--- src/rtl/seg_bus_pkg.sv ---
// Shared definitions for the segment-bus read-back path: bus width,
// scan FSM states and the canonical active-high 7-segment glyphs
// (bit0 = a ... bit6 = g).
package seg_bus_pkg;

    localparam int SEG_W = 7;

    typedef enum logic [1:0] {
        IDLE   = 2'd0,
        DRIVE  = 2'd1,
        SAMPLE = 2'd2,
        HOLD   = 2'd3
    } seg_state_e;

    localparam logic [SEG_W-1:0] SEG_GLYPH_0 = 7'h3F;
    localparam logic [SEG_W-1:0] SEG_GLYPH_1 = 7'h06;
    localparam logic [SEG_W-1:0] SEG_GLYPH_2 = 7'h5B;
    localparam logic [SEG_W-1:0] SEG_GLYPH_3 = 7'h4F;
    localparam logic [SEG_W-1:0] SEG_GLYPH_4 = 7'h66;
    localparam logic [SEG_W-1:0] SEG_GLYPH_5 = 7'h6D;
    localparam logic [SEG_W-1:0] SEG_GLYPH_6 = 7'h7D;
    localparam logic [SEG_W-1:0] SEG_GLYPH_7 = 7'h07;
    localparam logic [SEG_W-1:0] SEG_GLYPH_8 = 7'h7F;
    localparam logic [SEG_W-1:0] SEG_GLYPH_9 = 7'h6F;
    localparam logic [SEG_W-1:0] SEG_GLYPH_A = 7'h77;
    localparam logic [SEG_W-1:0] SEG_GLYPH_B = 7'h7C;
    localparam logic [SEG_W-1:0] SEG_GLYPH_C = 7'h39;
    localparam logic [SEG_W-1:0] SEG_GLYPH_D = 7'h5E;
    localparam logic [SEG_W-1:0] SEG_GLYPH_E = 7'h79;
    localparam logic [SEG_W-1:0] SEG_GLYPH_F = 7'h71;

endpackage

--- src/rtl/seg7_glyph_decode.sv ---
// Combinational 7-segment glyph decoder: active-high pattern -> hex digit.
// Anything that is not one of the 16 hex glyphs (blank included) reports
// err=1 with hex forced to 0.
module seg7_glyph_decode
    import seg_bus_pkg::*;
(
    input  logic [SEG_W-1:0] pattern,
    output logic             err,
    output logic [3:0]       hex
);

    // Table lookup of the glyph; unknown patterns fall into the error arm.
    always_comb begin
        err = 1'b0;
        hex = 4'h0;
        case (pattern)
            SEG_GLYPH_0: hex = 4'h0;
            SEG_GLYPH_1: hex = 4'h1;
            SEG_GLYPH_2: hex = 4'h2;
            SEG_GLYPH_3: hex = 4'h3;
            SEG_GLYPH_4: hex = 4'h4;
            SEG_GLYPH_5: hex = 4'h5;
            SEG_GLYPH_6: hex = 4'h6;
            SEG_GLYPH_7: hex = 4'h7;
            SEG_GLYPH_8: hex = 4'h8;
            SEG_GLYPH_9: hex = 4'h9;
            SEG_GLYPH_A: hex = 4'hA;
            SEG_GLYPH_B: hex = 4'hB;
            SEG_GLYPH_C: hex = 4'hC;
            SEG_GLYPH_D: hex = 4'hD;
            SEG_GLYPH_E: hex = 4'hE;
            SEG_GLYPH_F: hex = 4'hF;
            default: begin
                err = 1'b1;
                hex = 4'h0;
            end
        endcase
    end

endmodule

--- src/rtl/seg_bus_reader.sv ---
// Receive-side scanner for the shared tri-state segment bus. Enables one
// driver at a time, lets the bus settle, samples and decodes the glyph and
// hands {src, hex, err} to the consumer over valid/ready.
// Build option SEG_BUS_ACTIVE_LOW_EN: bus is common-anode, inverted before
// decode. Port list is the same in both builds.
module seg_bus_reader
    import seg_bus_pkg::*;
#(
    parameter int NUM_SRC    = 4,
    parameter int SETTLE_CYC = 2
) (
    input  logic                       clk,
    input  logic                       rst_n,
    input  logic                       start,
    input  logic [SEG_W-1:0]           bus_in,
    output logic [NUM_SRC-1:0]         src_en,
    output logic                       busy,
    output logic                       rd_valid,
    input  logic                       rd_ready,
    output logic [$clog2(NUM_SRC)-1:0] rd_src,
    output logic [3:0]                 rd_hex,
    output logic                       rd_err
);

    localparam int IDX_W = $clog2(NUM_SRC);
    localparam int CNT_W = $clog2(SETTLE_CYC + 1);

    localparam logic [IDX_W-1:0]   IDX_LAST = IDX_W'(NUM_SRC - 1);
    localparam logic [CNT_W-1:0]   CNT_LAST = CNT_W'(SETTLE_CYC);
    localparam logic [NUM_SRC-1:0] EN_ONE   = NUM_SRC'(1);

    seg_state_e         state_q, state_d;
    logic [IDX_W-1:0]   idx_q, idx_d;
    logic [CNT_W-1:0]   cnt_q, cnt_d;
    logic [NUM_SRC-1:0] src_en_q, src_en_d;
    logic               busy_q, busy_d;
    logic               rd_valid_q, rd_valid_d;
    logic [IDX_W-1:0]   rd_src_q, rd_src_d;
    logic [3:0]         rd_hex_q, rd_hex_d;
    logic               rd_err_q, rd_err_d;

    logic [SEG_W-1:0]   seg_pat_s;
    logic               dec_err_s;
    logic [3:0]         dec_hex_s;

`ifdef SEG_BUS_ACTIVE_LOW_EN
    assign seg_pat_s = ~bus_in;
`else
    assign seg_pat_s = bus_in;
`endif

    seg7_glyph_decode u_decode (
        .pattern (seg_pat_s),
        .err     (dec_err_s),
        .hex     (dec_hex_s)
    );

    // Next-state logic: scan sequencing, settle counting, source index.
    always_comb begin
        state_d = state_q;
        idx_d   = idx_q;
        cnt_d   = cnt_q;
        case (state_q)
            IDLE: begin
                if (start) begin
                    state_d = DRIVE;
                    idx_d   = {IDX_W{1'b0}};
                    cnt_d   = {CNT_W{1'b0}};
                end else begin
                    state_d = IDLE;
                end
            end
            DRIVE: begin
                // First DRIVE cycle raises the enable; the remaining
                // SETTLE_CYC cycles are the settle window.
                if (cnt_q == CNT_LAST) begin
                    state_d = SAMPLE;
                    cnt_d   = {CNT_W{1'b0}};
                end else begin
                    cnt_d   = cnt_q + CNT_W'(1);
                end
            end
            SAMPLE: begin
                state_d = HOLD;
            end
            HOLD: begin
                if (rd_valid_q && rd_ready) begin
                    if (idx_q == IDX_LAST) begin
                        state_d = IDLE;
                    end else begin
                        state_d = DRIVE;
                        idx_d   = idx_q + IDX_W'(1);
                        cnt_d   = {CNT_W{1'b0}};
                    end
                end else begin
                    state_d = HOLD;
                end
            end
            default: begin
                state_d = IDLE;
                idx_d   = {IDX_W{1'b0}};
                cnt_d   = {CNT_W{1'b0}};
            end
        endcase
    end

    // Output register inputs: enables, status flags and the captured result.
    always_comb begin
        src_en_d   = {NUM_SRC{1'b0}};
        busy_d     = (state_d != IDLE);
        rd_valid_d = (state_d == HOLD);
        rd_src_d   = rd_src_q;
        rd_hex_d   = rd_hex_q;
        rd_err_d   = rd_err_q;
        // Enable stays low on the DRIVE entry cycle, so HOLD -> DRIVE always
        // leaves the bus released for a while between sources.
        if ((state_d == SAMPLE) || ((state_q == DRIVE) && (state_d == DRIVE))) begin
            src_en_d = EN_ONE << idx_d;
        end else begin
            src_en_d = {NUM_SRC{1'b0}};
        end
        if (state_q == SAMPLE) begin
            rd_src_d = idx_q;
            rd_hex_d = dec_hex_s;
            rd_err_d = dec_err_s;
        end else begin
            rd_src_d = rd_src_q;
            rd_hex_d = rd_hex_q;
            rd_err_d = rd_err_q;
        end
    end

    // State and output registers with synchronous active-low reset.
    always_ff @(posedge clk) begin
        if (!rst_n) begin
            state_q    <= IDLE;
            idx_q      <= {IDX_W{1'b0}};
            cnt_q      <= {CNT_W{1'b0}};
            src_en_q   <= {NUM_SRC{1'b0}};
            busy_q     <= 1'b0;
            rd_valid_q <= 1'b0;
            rd_src_q   <= {IDX_W{1'b0}};
            rd_hex_q   <= 4'h0;
            rd_err_q   <= 1'b0;
        end else begin
            state_q    <= state_d;
            idx_q      <= idx_d;
            cnt_q      <= cnt_d;
            src_en_q   <= src_en_d;
            busy_q     <= busy_d;
            rd_valid_q <= rd_valid_d;
            rd_src_q   <= rd_src_d;
            rd_hex_q   <= rd_hex_d;
            rd_err_q   <= rd_err_d;
        end
    end

    assign src_en   = src_en_q;
    assign busy     = busy_q;
    assign rd_valid = rd_valid_q;
    assign rd_src   = rd_src_q;
    assign rd_hex   = rd_hex_q;
    assign rd_err   = rd_err_q;

endmodule

--- config.mk ---
export PLATFORM = sky130hd
export DESIGN_NAME = seg_bus_reader
export DESIGN_NICKNAME = d
export VERILOG_FILES = /design/src/rtl/seg_bus_pkg.sv /design/src/rtl/seg7_glyph_decode.sv /design/src/rtl/seg_bus_reader.sv
export SDC_FILE = /design/constraint.sdc
export NUM_CORES = 1
export LEC_CHECK = 0
export CAP_MARGIN = 20
export CORE_MARGIN = 2
export CORE_UTILIZATION = 35
export DETAILED_ROUTE_END_ITERATION = 12
export PLACE_DENSITY = 0.58
export SYNTH_ARGS = -nofsm -noshare
export SYNTH_HDL_FRONTEND = slang
export SYNTH_SLANG_ARGS = --single-unit
--- constraint.sdc ---
create_clock -name clk -period 2.5 [get_ports clk]
set_input_delay 0.5 -clock clk [delete_from_list [all_inputs] [get_ports clk]]
set_output_delay 0.5 -clock clk [all_outputs]
set_load 0.01 [all_outputs]
==> results list <==
- Run status: complete, no violations
- Using the TritonRoute via totals, the vias-per-cell ratio works out to around 5.4.
* Global-route wire length before repair: 4319 um
- For this run, asynchronously set or reset flops after synthesis account for 0.
- HPWL after detailed placement: 1912 um
* Max cap viols: 0
- Entering global routing, the biggest net connects 14 pins.
* Flip-flop and latch count after synthesis: 19
- In the global route stage, met3 resource usage came out at 0.03782.
- VDD sags by at most 0.0003008 V.
- CP Cell Sequence: inv_1 -> ha_1 -> nor2_1 -> a31oi_4 -> mux2i_2 -> and3b_1
- Vertical extent of the die: 61.63 um
- Total power after layout: 568.1 uW
- Unrepaired setup endpoints after global routing: no
- Clock period minus worst slack: 2034 ps
- Summing over every cut layer, the via total after detailed routing is 1,069.
- Once the clock tree was built, the resizer swapped 0 gates to a different size.
- The worst setup path is launched from a register.
- Most used DFF post-synth: sky130_fd_sc_hd__dfxtp_1
* Initial Utilization: 0.3746
* Sum of routed wire length over all layers: 2526 um
* Number of warnings issued by yosys: 0
- Antenna cells: 0
- The clock net in this run drives a total of 19 sinks.
- For the worst setup path, the data required time is 2690 ps.
* Post-synthesis sequential area ratio: 0.3272
- Of the cells placed in the final design, the portion with a size suffix greater than 1 is 0.09150.
* Synthesized area per cell: 8.674 sq um
* Setup Buffers After CTS: 0
- Headroom to the max-slew limit came out at 0.6514.
- Row cnt: 20
- Num CTS Buffers: 3
* Horizontal die dimension: 61.63 um
- Pleak: about 0.00053 uW
- GRT busiest layer: met2
- Once detail routing completed, the nets flagged for antenna violations numbered 0.
- At the worst endpoint, the arrival time is approximately 2200 ps.
- In the final design database the tool counted 169 nets.
* Global routing usage summed across all routing layers: 0.1513
- Global routing finished with a remaining overflow of 0.
* Area inside the core boundary: 3103 sq um
- Clock buffer depth: 2
- Setup slack of the most critical reg-to-reg path: between 400 and 500 ps
- Summing all non-filler instances in the final layout gives an area of 1441 sq um.
- The number of different library cells used by synthesis comes to 46.
- Dividing the final minimum period by the clock period gives 0.8136.
- On the critical path, the stage with the largest delay is an instance of sky130_fd_sc_hd__ha_1.
* Power Dens Cells: 394.1 nW/um^2
- Clk Tree Root Cell: sky130_fd_sc_hd__clkbuf_4
* CTS tree: yes
- Die Outline Area: 3798 sq um
* Initial antenna violation count: 0
- In this run, post-CTS hold repair placed 0 buffers.
- The clock arrives with just over 7 ps of skew.
* Total cell area at the placement stage: about 1400 sq um
* Length of the first detailed-routing pass in iterations: 4
- Yosys instantiated no cell more often than sky130_fd_sc_hd__dfxtp_1.
* Least-Margin Pin Slew: 522.9 ps
- Crit Path Class: reg2reg
- During I/O placement, the number of pins put on the boundary was 24.
* Largest fanout on the critical path: 12
- Clock H-tree levels: 1
- The synthesized design contains 0 enable-type register cells.
- Setup violations remaining at the end of the flow were counted as 0.
- Maximum single-stage delay on the critical path: just under 500 ps
- After technology mapping, the gate count stands at approximately 130.
- Worst Hold Class: reg2reg
* Routability cong.: 0.8702
* Total standard cell area after synthesis: 1162 sq um
- Top area cells in the synthesized netlist: sky130_fd_sc_hd__dfxtp_1 33%, sky130_fd_sc_hd__nor2_1 4.5%, sky130_fd_sc_hd__ha_1 4.3%
* Clock transition at path regs: approximately 100 ps
* Final routed DRC violation total: 0
- Top cells by count, synth: 19 x sky130_fd_sc_hd__dfxtp_1, 14 x sky130_fd_sc_hd__nor2_1, 9 x sky130_fd_sc_hd__a21oi_1
* Dominant delay contributor by cell family on the critical path: adder cells
- Summed over all instances, the cell type with the most area after synthesis is sky130_fd_sc_hd__dfxtp_1.
* Number of hold-slack violations in the final timing report: 0
- Skew-Pair Late Insertion Delay: roughly 290 ps
- Portion of synthesized cell area occupied by the leading cell type: 0.3272
- In the global route stage, met2 resource usage came out at 0.2602.
- Setup Total Neg Slack: 0 ps
- Area added between synthesis and finish: 24.00%
- The final max-slew violation count was 0.
- In the final routed layout, each cell accounts on average for 12.82 um.
- The number of global-route vias before repair was 999.
* IO Port Bufs: 23
- The worst setup path is captured at a register.
- Met1 usage: 0.1819
- Count of routing violations after the opening detailed-route iteration: 18
- Crit path buffers/inverters: 1
- Achievable frequency: 491.6 MHz
* Syn Nets: 149
report_power, final:
group / switching [uW] / internal, uW
registers: 4.38 / 307
clock network: 86.2 / 61.9
logic: 58.0 / 50.3
per-layer routing:
metal | vias up | share of wire
li1 | 533 | -
met4 | 0 | 0.0075
met5 | - | 0
met2 | 35 | 0.48
met3 | 2 | 0.059
met1 | 499 | 0.45
cell families after synthesis:
group / Yosys count / share of synthesized area
simple gates: 53 / 0.2777
buf+inv: 15 / 0.05381
flops: 19 / 0.3272
fa+ha+maj: 4 / 0.04306
xor+xnor: 1 / 0.007536
compound gates: 36 / 0.2347
mux: 6 / 0.05597
final cells by class:
cell class	count	area [sq um]
multi-input cells	100	719.4
fillers	324	1662
clock buffers	4	26.28
inverters	6	22.52
flip-flops and latches	19	380.4
repair buffers	24	237.7
well taps	44	55.05
sequential cells by signal (all words and copies together), names as in the netlist:
| name | flops |
|---|---|
| rd_hex | 4 |
| src_en | 4 |
| busy | 1 |
| rd_valid | 1 |
| state_q | 2 |
| rd_src | 2 |
| idx_q | 2 |
| cnt_q | 2 |
| rd_err | 1 |
path summary, 6_finish.rpt:
path,from,endpoint,depth (start not counted)
max,state_q[0]$_SDFF_PN0_,src_en[3]$_SDFF_PN0_,6
min,rd_hex[2]$_SDFFE_PN0N_,rd_hex[2]$_SDFFE_PN0N_,1
min reg2reg,rd_hex[2]$_SDFFE_PN0N_,rd_hex[2]$_SDFFE_PN0N_,1
max reg2reg,state_q[0]$_SDFF_PN0_,src_en[3]$_SDFF_PN0_,6
per-stage QoR:
stage               setup slack [ps]  std cells    util  hold slack (ps)
floorplan                      744.3        134       -            506.4
global placement               328.7        193  0.4560            473.0
detailed placement             297.8        193  0.4560            470.5
CTS                            449.9        197  0.4645            500.2
global route                   322.8        197  0.4645            535.0
finish                         465.9        197  0.4645            499.7
placed cells by master (no fill, tap or decap), types with 3 or more instances in the layout:
cell	count
sky130_fd_sc_hd__nand2_1	7
sky130_fd_sc_hd__and2_1	3
sky130_fd_sc_hd__a32o_1	3
sky130_fd_sc_hd__nor2_1	14
sky130_fd_sc_hd__nand3_1	3
sky130_fd_sc_hd__nor3_1	4
sky130_fd_sc_hd__a21oi_1	9
sky130_fd_sc_hd__ha_1	4
sky130_fd_sc_hd__nand2b_1	3
sky130_fd_sc_hd__clkdlybuf4s50_1	23
sky130_fd_sc_hd__mux2i_1	4
sky130_fd_sc_hd__inv_1	6
sky130_fd_sc_hd__o21ai_0	4
sky130_fd_sc_hd__nand3b_1	4
sky130_fd_sc_hd__dfxtp_1	19
sky130_fd_sc_hd__a31oi_1	3
sky130_fd_sc_hd__clkbuf_4	3
Power figures use the tool's default switching activity.
